### config.mk
export PLATFORM = sky130hd
export DESIGN_NAME = mem_arbiter_flat
export DESIGN_NICKNAME = d
export VERILOG_FILES = /design/src/rtl/mem_arbiter_if.sv /design/src/rtl/mem_arbiter.sv /design/src/flat_wrapper.sv
export SDC_FILE = /design/constraint.sdc
export NUM_CORES = 1
export LEC_CHECK = 0
export CORE_MARGIN = 1.5
export CORE_UTILIZATION = 58
export CTS_CLUSTER_SIZE = 12
export DETAILED_ROUTE_END_ITERATION = 16
export DONT_BUFFER_PORTS = 1
export PLACE_DENSITY = 0.71
export SETUP_SLACK_MARGIN = 0.4
export SLEW_MARGIN = 20
export SYNTH_ARGS = -nofsm -noshare
export SYNTH_HDL_FRONTEND = slang
export SYNTH_SLANG_ARGS = --single-unit
### constraint.sdc
create_clock -name clk -period 2.8 [get_ports clk]
set_input_delay 0.56 -clock clk [delete_from_list [all_inputs] [get_ports clk]]
set_output_delay 0.56 -clock clk [all_outputs]
set_load 0.1 [all_outputs]
### src/rtl/mem_arbiter_if.sv
// mem_arbiter_if: fetch port, data port and memory2c bus of the shared-memory
// arbiter. The arbiter takes the slave modport; requesters and the memory
// model take the master side.
interface mem_arbiter_if;
    // instruction-fetch port
    logic        if_req;
    logic [15:0] if_addr;
    logic        if_ready;
    logic [15:0] if_data;
    // data-memory port
    logic        dm_req;
    logic        dm_wr;
    logic [15:0] dm_addr;
    logic [15:0] dm_wdata;
    logic        dm_ready;
    logic [15:0] dm_rdata;
    // memory2c side
    logic        mem_enable;
    logic        mem_wr;
    logic [15:0] mem_addr;
    logic [15:0] mem_data_in;
    logic [15:0] mem_data_out;

    modport slave (
        input  if_req, if_addr, dm_req, dm_wr, dm_addr, dm_wdata, mem_data_out,
        output if_ready, if_data, dm_ready, dm_rdata,
               mem_enable, mem_wr, mem_addr, mem_data_in
    );

    modport master (
        output if_req, if_addr, dm_req, dm_wr, dm_addr, dm_wdata, mem_data_out,
        input  if_ready, if_data, dm_ready, dm_rdata,
               mem_enable, mem_wr, mem_addr, mem_data_in
    );
endinterface

### src/rtl/mem_arbiter.sv
// mem_arbiter: shares one single-ported memory2c between instruction fetch
// and the data port. One access at a time (IDLE -> ISSUE -> RESP), data wins
// ties. Define MEM_ARB_FAIRNESS_EN to add the fetch anti-starvation counter.
module mem_arbiter #(
    parameter int unsigned STARVE_LIMIT = 4
) (
    input  logic         clk,
    input  logic         rst,
    mem_arbiter_if.slave bus,
    output logic         err
);
    if (STARVE_LIMIT < 1 || STARVE_LIMIT > 15) begin : g_limit_check
        $error("mem_arbiter: STARVE_LIMIT must be in 1..15");
    end

    typedef enum logic [2:0] {
        IDLE    = 3'd0,
        ISSUE_D = 3'd1,
        ISSUE_I = 3'd2,
        RESP_D  = 3'd3,
        RESP_I  = 3'd4
    } state_t;

    state_t      state;
    state_t      state_next;
    logic [15:0] hold_addr;
    logic [15:0] hold_wdata;
    logic        hold_wr;
    logic        grant_d;
    logic        grant_i;
    logic        force_i;
    logic        err_set;

`ifdef MEM_ARB_FAIRNESS_EN
    localparam logic [3:0] LIMIT = 4'(STARVE_LIMIT);
    logic [3:0] starve_cnt;

    // Count data grants that left fetch waiting; saturates at LIMIT.
    always_ff @(posedge clk) begin
        if (rst) begin
            starve_cnt <= '0;
        end else if (grant_i) begin
            starve_cnt <= '0;
        end else if (grant_d) begin
            if (!bus.if_req) begin
                starve_cnt <= '0;
            end else if (starve_cnt < LIMIT) begin
                starve_cnt <= starve_cnt + 4'd1;
            end
        end
    end

    assign force_i = (starve_cnt == LIMIT);
`else
    assign force_i = 1'b0;
`endif

    // State register.
    always_ff @(posedge clk) begin
        if (rst) begin
            state <= IDLE;
        end else begin
            state <= state_next;
        end
    end

    // Capture the winner's request on the IDLE->ISSUE transition.
    always_ff @(posedge clk) begin
        if (rst) begin
            hold_addr  <= '0;
            hold_wdata <= '0;
            hold_wr    <= 1'b0;
        end else if (grant_d) begin
            hold_addr  <= bus.dm_addr;
            hold_wdata <= bus.dm_wdata;
            hold_wr    <= bus.dm_wr;
        end else if (grant_i) begin
            hold_addr  <= bus.if_addr;
            hold_wdata <= '0;
            hold_wr    <= 1'b0;
        end
    end

    // Sticky error flag, cleared only by reset.
    always_ff @(posedge clk) begin
        if (rst) begin
            err <= 1'b0;
        end else if (err_set) begin
            err <= 1'b1;
        end
    end

    // Arbitration, next state and all port/memory outputs.
    always_comb begin
        state_next      = IDLE;
        grant_d         = 1'b0;
        grant_i         = 1'b0;
        err_set         = 1'b0;
        bus.if_ready    = 1'b0;
        bus.if_data     = '0;
        bus.dm_ready    = 1'b0;
        bus.dm_rdata    = '0;
        bus.mem_enable  = 1'b0;
        bus.mem_wr      = 1'b0;
        bus.mem_addr    = hold_addr;
        bus.mem_data_in = hold_wdata;

        case (state)
            IDLE: begin
                grant_i    = bus.if_req && (!bus.dm_req || force_i);
                grant_d    = bus.dm_req && !grant_i;
                state_next = grant_d ? ISSUE_D : (grant_i ? ISSUE_I : IDLE);
            end
            ISSUE_D: begin
                bus.mem_enable = 1'b1;
                bus.mem_wr     = hold_wr;
                err_set        = hold_addr[0] || !bus.dm_req;
                state_next     = RESP_D;
            end
            ISSUE_I: begin
                bus.mem_enable = 1'b1;
                err_set        = hold_addr[0] || !bus.if_req;
                state_next     = RESP_I;
            end
            RESP_D: begin
                bus.dm_ready = 1'b1;
                bus.dm_rdata = hold_wr ? '0 : bus.mem_data_out;
                err_set      = !bus.dm_req;
            end
            RESP_I: begin
                bus.if_ready = 1'b1;
                bus.if_data  = bus.mem_data_out;
                err_set      = !bus.if_req;
            end
            default: begin
                err_set    = 1'b1;
                state_next = IDLE;
            end
        endcase
    end
endmodule
### src/flat_wrapper.sv
// flat-port wrapper written by rule: the top's interface ports become plain ports
module mem_arbiter_flat 
#(
    parameter int unsigned STARVE_LIMIT = 4
)
  (clk, rst, err, bus_if_req, bus_if_addr, bus_dm_req, bus_dm_wr, bus_dm_addr, bus_dm_wdata, bus_mem_data_out, bus_if_ready, bus_if_data, bus_dm_ready, bus_dm_rdata, bus_mem_enable, bus_mem_wr, bus_mem_addr, bus_mem_data_in);
  mem_arbiter_if bus_i ();
  input  logic clk;
  input  logic rst;
  output logic err;
  input wire logic [$bits(bus_i.if_req)-1:0] bus_if_req;
  input wire logic [$bits(bus_i.if_addr)-1:0] bus_if_addr;
  input wire logic [$bits(bus_i.dm_req)-1:0] bus_dm_req;
  input wire logic [$bits(bus_i.dm_wr)-1:0] bus_dm_wr;
  input wire logic [$bits(bus_i.dm_addr)-1:0] bus_dm_addr;
  input wire logic [$bits(bus_i.dm_wdata)-1:0] bus_dm_wdata;
  input wire logic [$bits(bus_i.mem_data_out)-1:0] bus_mem_data_out;
  output wire logic [$bits(bus_i.if_ready)-1:0] bus_if_ready;
  output wire logic [$bits(bus_i.if_data)-1:0] bus_if_data;
  output wire logic [$bits(bus_i.dm_ready)-1:0] bus_dm_ready;
  output wire logic [$bits(bus_i.dm_rdata)-1:0] bus_dm_rdata;
  output wire logic [$bits(bus_i.mem_enable)-1:0] bus_mem_enable;
  output wire logic [$bits(bus_i.mem_wr)-1:0] bus_mem_wr;
  output wire logic [$bits(bus_i.mem_addr)-1:0] bus_mem_addr;
  output wire logic [$bits(bus_i.mem_data_in)-1:0] bus_mem_data_in;
  assign bus_i.if_req = bus_if_req;
  assign bus_i.if_addr = bus_if_addr;
  assign bus_i.dm_req = bus_dm_req;
  assign bus_i.dm_wr = bus_dm_wr;
  assign bus_i.dm_addr = bus_dm_addr;
  assign bus_i.dm_wdata = bus_dm_wdata;
  assign bus_i.mem_data_out = bus_mem_data_out;
  assign bus_if_ready = bus_i.if_ready;
  assign bus_if_data = bus_i.if_data;
  assign bus_dm_ready = bus_i.dm_ready;
  assign bus_dm_rdata = bus_i.dm_rdata;
  assign bus_mem_enable = bus_i.mem_enable;
  assign bus_mem_wr = bus_i.mem_wr;
  assign bus_mem_addr = bus_i.mem_addr;
  assign bus_mem_data_in = bus_i.mem_data_in;
  mem_arbiter #(.STARVE_LIMIT(STARVE_LIMIT)) u_core (.clk(clk), .rst(rst), .bus(bus_i), .err(err));
endmodule
==> results of run 1 <==
## power groups by stage
stage | combinational (mW) | sequential [mW] | clock, mW
floorplan | 0.294 | 0.979 | 0
global placement | 0.335 | 0.983 | 0
detailed placement | 0.349 | 0.986 | 0
CTS | 0.353 | 0.976 | 0.314
global route | 0.379 | 0.982 | 0.334
finish | 0.352 | 0.975 | 0.312
## cells in the final DEF (no fill, tap or decap), types with 2 or more instances in the layout
cell and instances:
a21oi_1 33, a311oi_1 15, and2_1 13, and2_2 9
and2_4 10, buf_12 9, buf_4 24, clkbuf_4 5
clkbuf_8 2, dfxtp_1 34, dfxtp_2 2, inv_1 2
nand2_1 47, nor2_1 2, nor2_2 2, nor4b_1 2
o21a_1 2, o21ai_1 18
## worst max-delay path, delay by kind of cell (launching register included)
family | cells | cell delay, ns
buffers and inverters | 1 | 0.29
flip-flops | 1 | 0.54
AND/OR/NAND/NOR | 2 | 0.57
## cell families after synthesis
kind of cell / after synthesis / synth area share, %
and+or+nand+nor: 96 / 28.4
AOI/OAI and AO/OA: 73 / 24.2
DFF: 37 / 40.6
buffers and inverters: 23 / 6.37
xor gates and xnor gates: 1 / 0.480
## through the flow
step,cell area (um2),hold WS [ns]
2_1_floorplan,1870,0.467
3_3_place_gp,2160,0.487
3_5_place_dp,2160,0.495
4_1_cts,2270,0.272
5_1_grt,2270,0.262
6_report,2270,0.280
## per-layer routing
layer	part of all wire (%)	vias up	GRT usage, %
met4	2.0	0	9.74
met1	35	793	28.3
li1	-	841	-
met5	0	-	0
met2	54	101	51.3
met3	9.3	9	8.95
## worst paths after layout
kind	slack, ns	to	cells past startpoint	start
max	0.50	bus_dm_rdata[15]	3	u_core.state[1]$_SDFF_PP0_
min	0.28	u_core.bus.mem_data_in[12]$_SDFFE_PP0P_	1	rst
min reg2reg	0.51	u_core.hold_wr$_SDFFE_PP0P_	2	u_core.hold_wr$_SDFFE_PP0P_
max reg2reg	0.74	u_core.bus.mem_addr[14]$_SDFFE_PP0P_	3	u_core.state[1]$_SDFF_PP0_
## final cells by class
type | count | share of cell area, %
multi-input cells | 170 | 45.4
flip-flops and latches | 37 | 32.9
repair buffers | 33 | 15.9
clock buffers | 7 | 2.86
well taps | 44 | 2.42
inverters | 2 | 0.330
clock inverters | 1 | 0.220
## what timing repair did
item | 4_1_cts | 5_1_grt
setup endpoints to repair | 33 | 10
pin swaps | 1 | 0
buffers inserted | 2 | 0
resized for setup | 13 | 2
## flip-flops by register name (all words and copies together) (netlist names)
register / count
u_core.state: 3
u_core.bus.mem_addr: 16
u_core.bus.mem_data_in: 16
u_core.hold_wr: 1
u_core.err: 1
==> metrics.yaml, run 1 <==
status:
  status: "finished clean"
clocking:
  clock_sinks: 37
  clkTransAtPathRegs_ns: 0.11
  cts_max_level: 2
  worstSkewPairLatency_ns: 0.33
  cts_made_buffers: 5
  cts_tree: "built"
  cts_hold_buf: 0
  cts_buffer_depth: 2
  root_buffer: "clkbuf_4"
grt:
  grt_pass1_wl_um: 7160
  first_global_vias: 1458
  grt-ovfl-total: 0
  antenna_found_initial: 0
  grt_start_max_net_pins: 39
  track_usage_pct: 27.4
power_and_ir_drop:
  p_switching_uw: 803
  peakVddDrop_uv: 563
  p_comb_share_pct: 21.5
  power_mw: 1.64
  pwr-share-clk_pct: 19.0
  p_per_area_mw_per_mm2: 722
  p_leak_nw: 0.899
  switching_share_pct: 49.0
  seq_power_share_pct: 59.5
  internal_power_uw: 837
logic_synthesis:
  yosys-top-cells-count: "nand2_1 (47), dfxtp_1 (37), a21oi_1 (33)"
  syn-instance-count: 230
  ys_top_cells_by_area: "dfxtp_1 (41%), and2_1 (11%), nand2_1 (9.7%), a21oi_1 (9.0%), a311oi_1 (7.2%)"
  async_flop_share_pct: 0
  ys_seq_area_share_pct: 40.6
  yosysMostFrequentCell: "nand2_1"
  synth_largest_area_cell: "dfxtp_1"
  synth-edff-count: 0
  ys_types: 32
  yosysTopAreaCellShare_pct: 40.6
  synth_nets: 299
  avgSynthCellArea_um2: 7.94
  ys.flop_type: "dfxtp_1"
  syn_area_mm2: 0.00183
  ys_ff_latch: 37
  yosys_warnings: 0
sta:
  post-route-period-util_pct: 82.1
  rsz0062_at_grt: "false"
  worstMarginPinSlew_ns: 0.991
  layout_min_cycle_time_ns: 2.30
  finalMaxSlewViolations: 0
  fmax_ghz: 0.435
  layout_setup_ws_ns: 0.501
  skew_ns: 0.00988
  setup_tns_ns: 0
  slew_headroom_pct: 33.8
  setup_viol: 0
  hold_viol_final: 0
worst_setup_path:
  end_kind: "output port"
  cp.arrival_ns: 1.74
  path_cells: "and4bb_4, and2_1, buf_4"
  worstPathRequired_ns: 2.24
  cp_max_fo: 16
  cp-start-kind: "flop"
  crit_type: "flop to output port"
  critPathSlowestCell: "dfxtp_2"
  critical_path.max_stage_delay_ns: 0.54
cells_and_area:
  area_delta_synth_final_pct: 24.5
  drive_above_1_share_pct: 28.0
  post-route-util_pct: 75.0
  final_nets: 318
  multi_input_area_mm2: 0.00103
  filler_cell_count: 229
  final_cell_count_no_fill: 294
  diodes: 0
  seq_area_um2: 747
floorplan:
  die_w_um: 59.1
  initial_utilization_pct: 60.3
  design.core.area_mm2: 0.00303
  row_count: 20
  die_area_mm2: 0.00349
  fp.dieH_um: 59.1
  io_pins: 138
drt:
  viasPerCell: 5.93
  drc: 0
  drtIter0Drc: 93
  ant_nets: 0
  firstDrtPassIters: 4
  vias: 1744
  wirelength_um: 4940
  wl_per_cell_um: 16.8
place:
  hpwl_um: 3820
  pre_cts_slack_ns: 0.542
  gp_congestion: 0.810
  numPortBuffers: 0
  dp.cells: 284
worst_hold_path:
  hold_path.class: "input port to flop"
job:
  cap_violations: 0
(Power assumes the default switching activity.)
==> run 2, diff against run 1 <==
CORE_UTILIZATION = 56   (was 58)
clock period = 1.9 ns   (was 2.8 ns; I/O delays follow)
==> metrics.yaml, run 2 (synthesis gave the netlist of run 1 again) <==
sta:
  setup_tns_ns: -1.26  # was 0 ns
  fmax_ghz: 0.510
  rsz0062_at_grt: "true"  # was false
  hold_slack_ns: 0.0542  # was 0.280 ns
  finalMaxSlewViolations: 0  # unchanged
  setup_viol: 34  # was 0
  hold_viol_final: 0  # unchanged
  layout_setup_ws_ns: -0.0618  # was 0.501 ns
  post-route-period-util_pct: 103
  worstMarginPinSlew_ns: 0.580  # was 0.991 ns
  skew_ns: 0.0183  # was 0.00988 ns
  layout_min_cycle_time_ns: 1.96
  slew_headroom_pct: 61.4  # was 33.8%
drt:
  viasPerCell: 7.05  # was 5.93
  firstDrtPassIters: 8  # was 4
  drc: 0  # unchanged
  vias: 2312  # was 1744
  wirelength_um: 8660  # was 4940 um
  wl_per_cell_um: 26.4  # was 16.8 um
  drtIter0Drc: 236  # was 93
  ant_nets: 0  # unchanged
place:
  pre_cts_slack_ns: 0.230  # was 0.542 ns
  dpl-instance-area_mm2: 0.00234  # was 0.00216 mm2
  hpwl_um: 3710  # was 3820 um
  numPortBuffers: 0  # unchanged
  gp_congestion: 0.826  # was 0.810
worst_setup_path:
  cp.arrival_ns: 1.58  # was 1.74 ns
  end_kind: "output port"  # unchanged
  r2r_cells: 7  # was 3
  cp_max_fo: 8  # was 16
  cp-start-kind: "flop"  # unchanged
  worstPathRequired_ns: 1.52  # was 2.24 ns
  crit_type: "flop to output port"  # unchanged
worst_hold_path:
  hold_path.class: "input port to flop"  # unchanged
  min_path_cells: 1  # unchanged
cells_and_area:
  filler_cell_count: 96  # was 229
  area_delta_synth_final_pct: 58.0  # was 24.5%
  layout_common_cells: "buf_4 (41), dfxtp_1 (34), and2_4 (32), nand2_1 (27), a21oi_1 (25)"  # was nand2_1 (47), dfxtp_1 (34), a21oi_1 (33), buf_4 (24), o21ai_1 (18)
  multi_input_area_mm2: 0.00133  # was 0.00103 mm2
  final_common_cell: "buf_4"  # was nand2_1
  drive_above_1_share_pct: 58.5  # was 28.0%
  diodes: 0  # unchanged
  final_nets: 352  # was 318
  design_area_mm2: 0.00288  # was 0.00227 mm2
  seq_area_um2: 752  # was 747 um2
clocking:
  root_buffer: "clkbuf_4"  # unchanged
  clock_sinks: 37  # unchanged
  cts_tree: "built"  # unchanged
  clkTransAtPathRegs_ns: 0.13  # was 0.11 ns
  cts_max_level: 2  # unchanged
  worstSkewPairLatency_ns: 0.37  # was 0.33 ns
  cts_made_buffers: 5  # unchanged
  cts_buffer_depth: 2  # unchanged
floorplan:
  fp.dieH_um: 60.1  # was 59.1 um
  io_pins: 138  # unchanged
  row_count: 20  # unchanged
  die_area_mm2: 0.00361  # was 0.00349 mm2
  die_w_um: 60.1  # was 59.1 um
  initial_utilization_pct: 59.3  # was 60.3%
  design.core.area_mm2: 0.00308  # was 0.00303 mm2
power_and_ir_drop:
  p_per_area_mw_per_mm2: 969  # was 722 mW/mm2
  p_comb_share_pct: 51.8  # was 21.5%
  internal_power_mw: 1.38  # was 837 uW
  peakVddDrop_uv: 719  # was 563 uV
  seq_power_share_pct: 32.5  # was 59.5%
  switching_share_pct: 50.8  # was 49.0%
  p_switching_mw: 1.42  # was 803 uW
  p_leak_nw: 1.17  # was 0.899 nW
  power_mw: 2.79  # was 1.64 mW
  pwr-share-clk_pct: 15.7  # was 19.0%
job:
  cap_violations: 0  # unchanged
status:
  status: "complete, but fails checks"  # was finished clean
  violations: "setup timing"
grt:
  first_global_vias: 1860  # was 1458
  antenna_found_initial: 0  # unchanged
  grt_start_max_net_pins: 39  # unchanged
  grt-ovfl-total: 0  # unchanged
  grt_pass1_wl_um: 8720  # was 7160 um
  track_usage_pct: 32.6  # was 27.4%
[run 2: cell count changes in the layout (fill, tap and decap cells not counted), moves of 10 or more]
cell	delta
nand2_2	+15
and2_1	-13
and2_4	+22
buf_4	+17
nand2_1	-20
buf_6	+10
[run 2: power by group through the flow]
stage / clock [mW] / sequential, mW / combinational, mW
detailed placement: 0 / 0.915 / 1.17
finish: 0.439 / 0.909 / 1.45
floorplan: 0 / 1.44 / 0.450
global route: 0.449 / 0.914 / 1.47
CTS: 0.416 / 0.893 / 1.24
global placement: 0 / 0.911 / 1.15
[run 2: worst max-delay path: stages, from the launching register on]
cell and delay [ns]:
dfxtp_4 0.41, inv_4 0.05, nor3_4 0.26, buf_6 0.17, and2_4 0.33
[run 2: layout make-up]
class	instances	area share (%)
Clock buffer	5	1.30
Clock inverter	3	0.607
Inverter	2	0.347
Multi-Input combinational cell	172	46.2
Sequential cell	37	26.1
Tap cell	44	1.91
Timing Repair Buffer	65	23.6
[run 2: per-layer routing]
layer | up-vias | part of all wire (%) | GRT usage, %
li1 | 913 | - | -
met1 | 1035 | 31 | 37.6
met2 | 276 | 49 | 56.5
met3 | 88 | 13 | 10.8
met4 | 0 | 7.5 | 10.5
met5 | - | 0 | 0
[run 2: path summary, 6_finish.rpt]
kind / from / endpoint / slack (ns)
max: u_core.state[2]$_SDFF_PP0_ / bus_if_data[14] / -0.06
min: rst / u_core.bus.mem_addr[8]$_SDFFE_PP0P_ / 0.05
max reg2reg: u_core.state[1]$_SDFF_PP0_ / u_core.bus.mem_addr[14]$_SDFFE_PP0P_ / 0.12
min reg2reg: u_core.bus.mem_data_in[0]$_SDFFE_PP0P_ / u_core.bus.mem_data_in[0]$_SDFFE_PP0P_ / 0.48
[run 2: repair_timing]
action	CTS	global route
pin swaps	36	24
buffers inserted	3	5
cloned	6	1
hold buffers	0	0
setup endpoints to repair	68	69
gates resized for setup	33	66
[run 2: metrics by stage]
stage	utilization [%]	std cells
finish	93.7	328
global route	93.7	328
CTS	83.2	322
detailed placement	76.1	305
global placement	76.1	305
floorplan	-	230
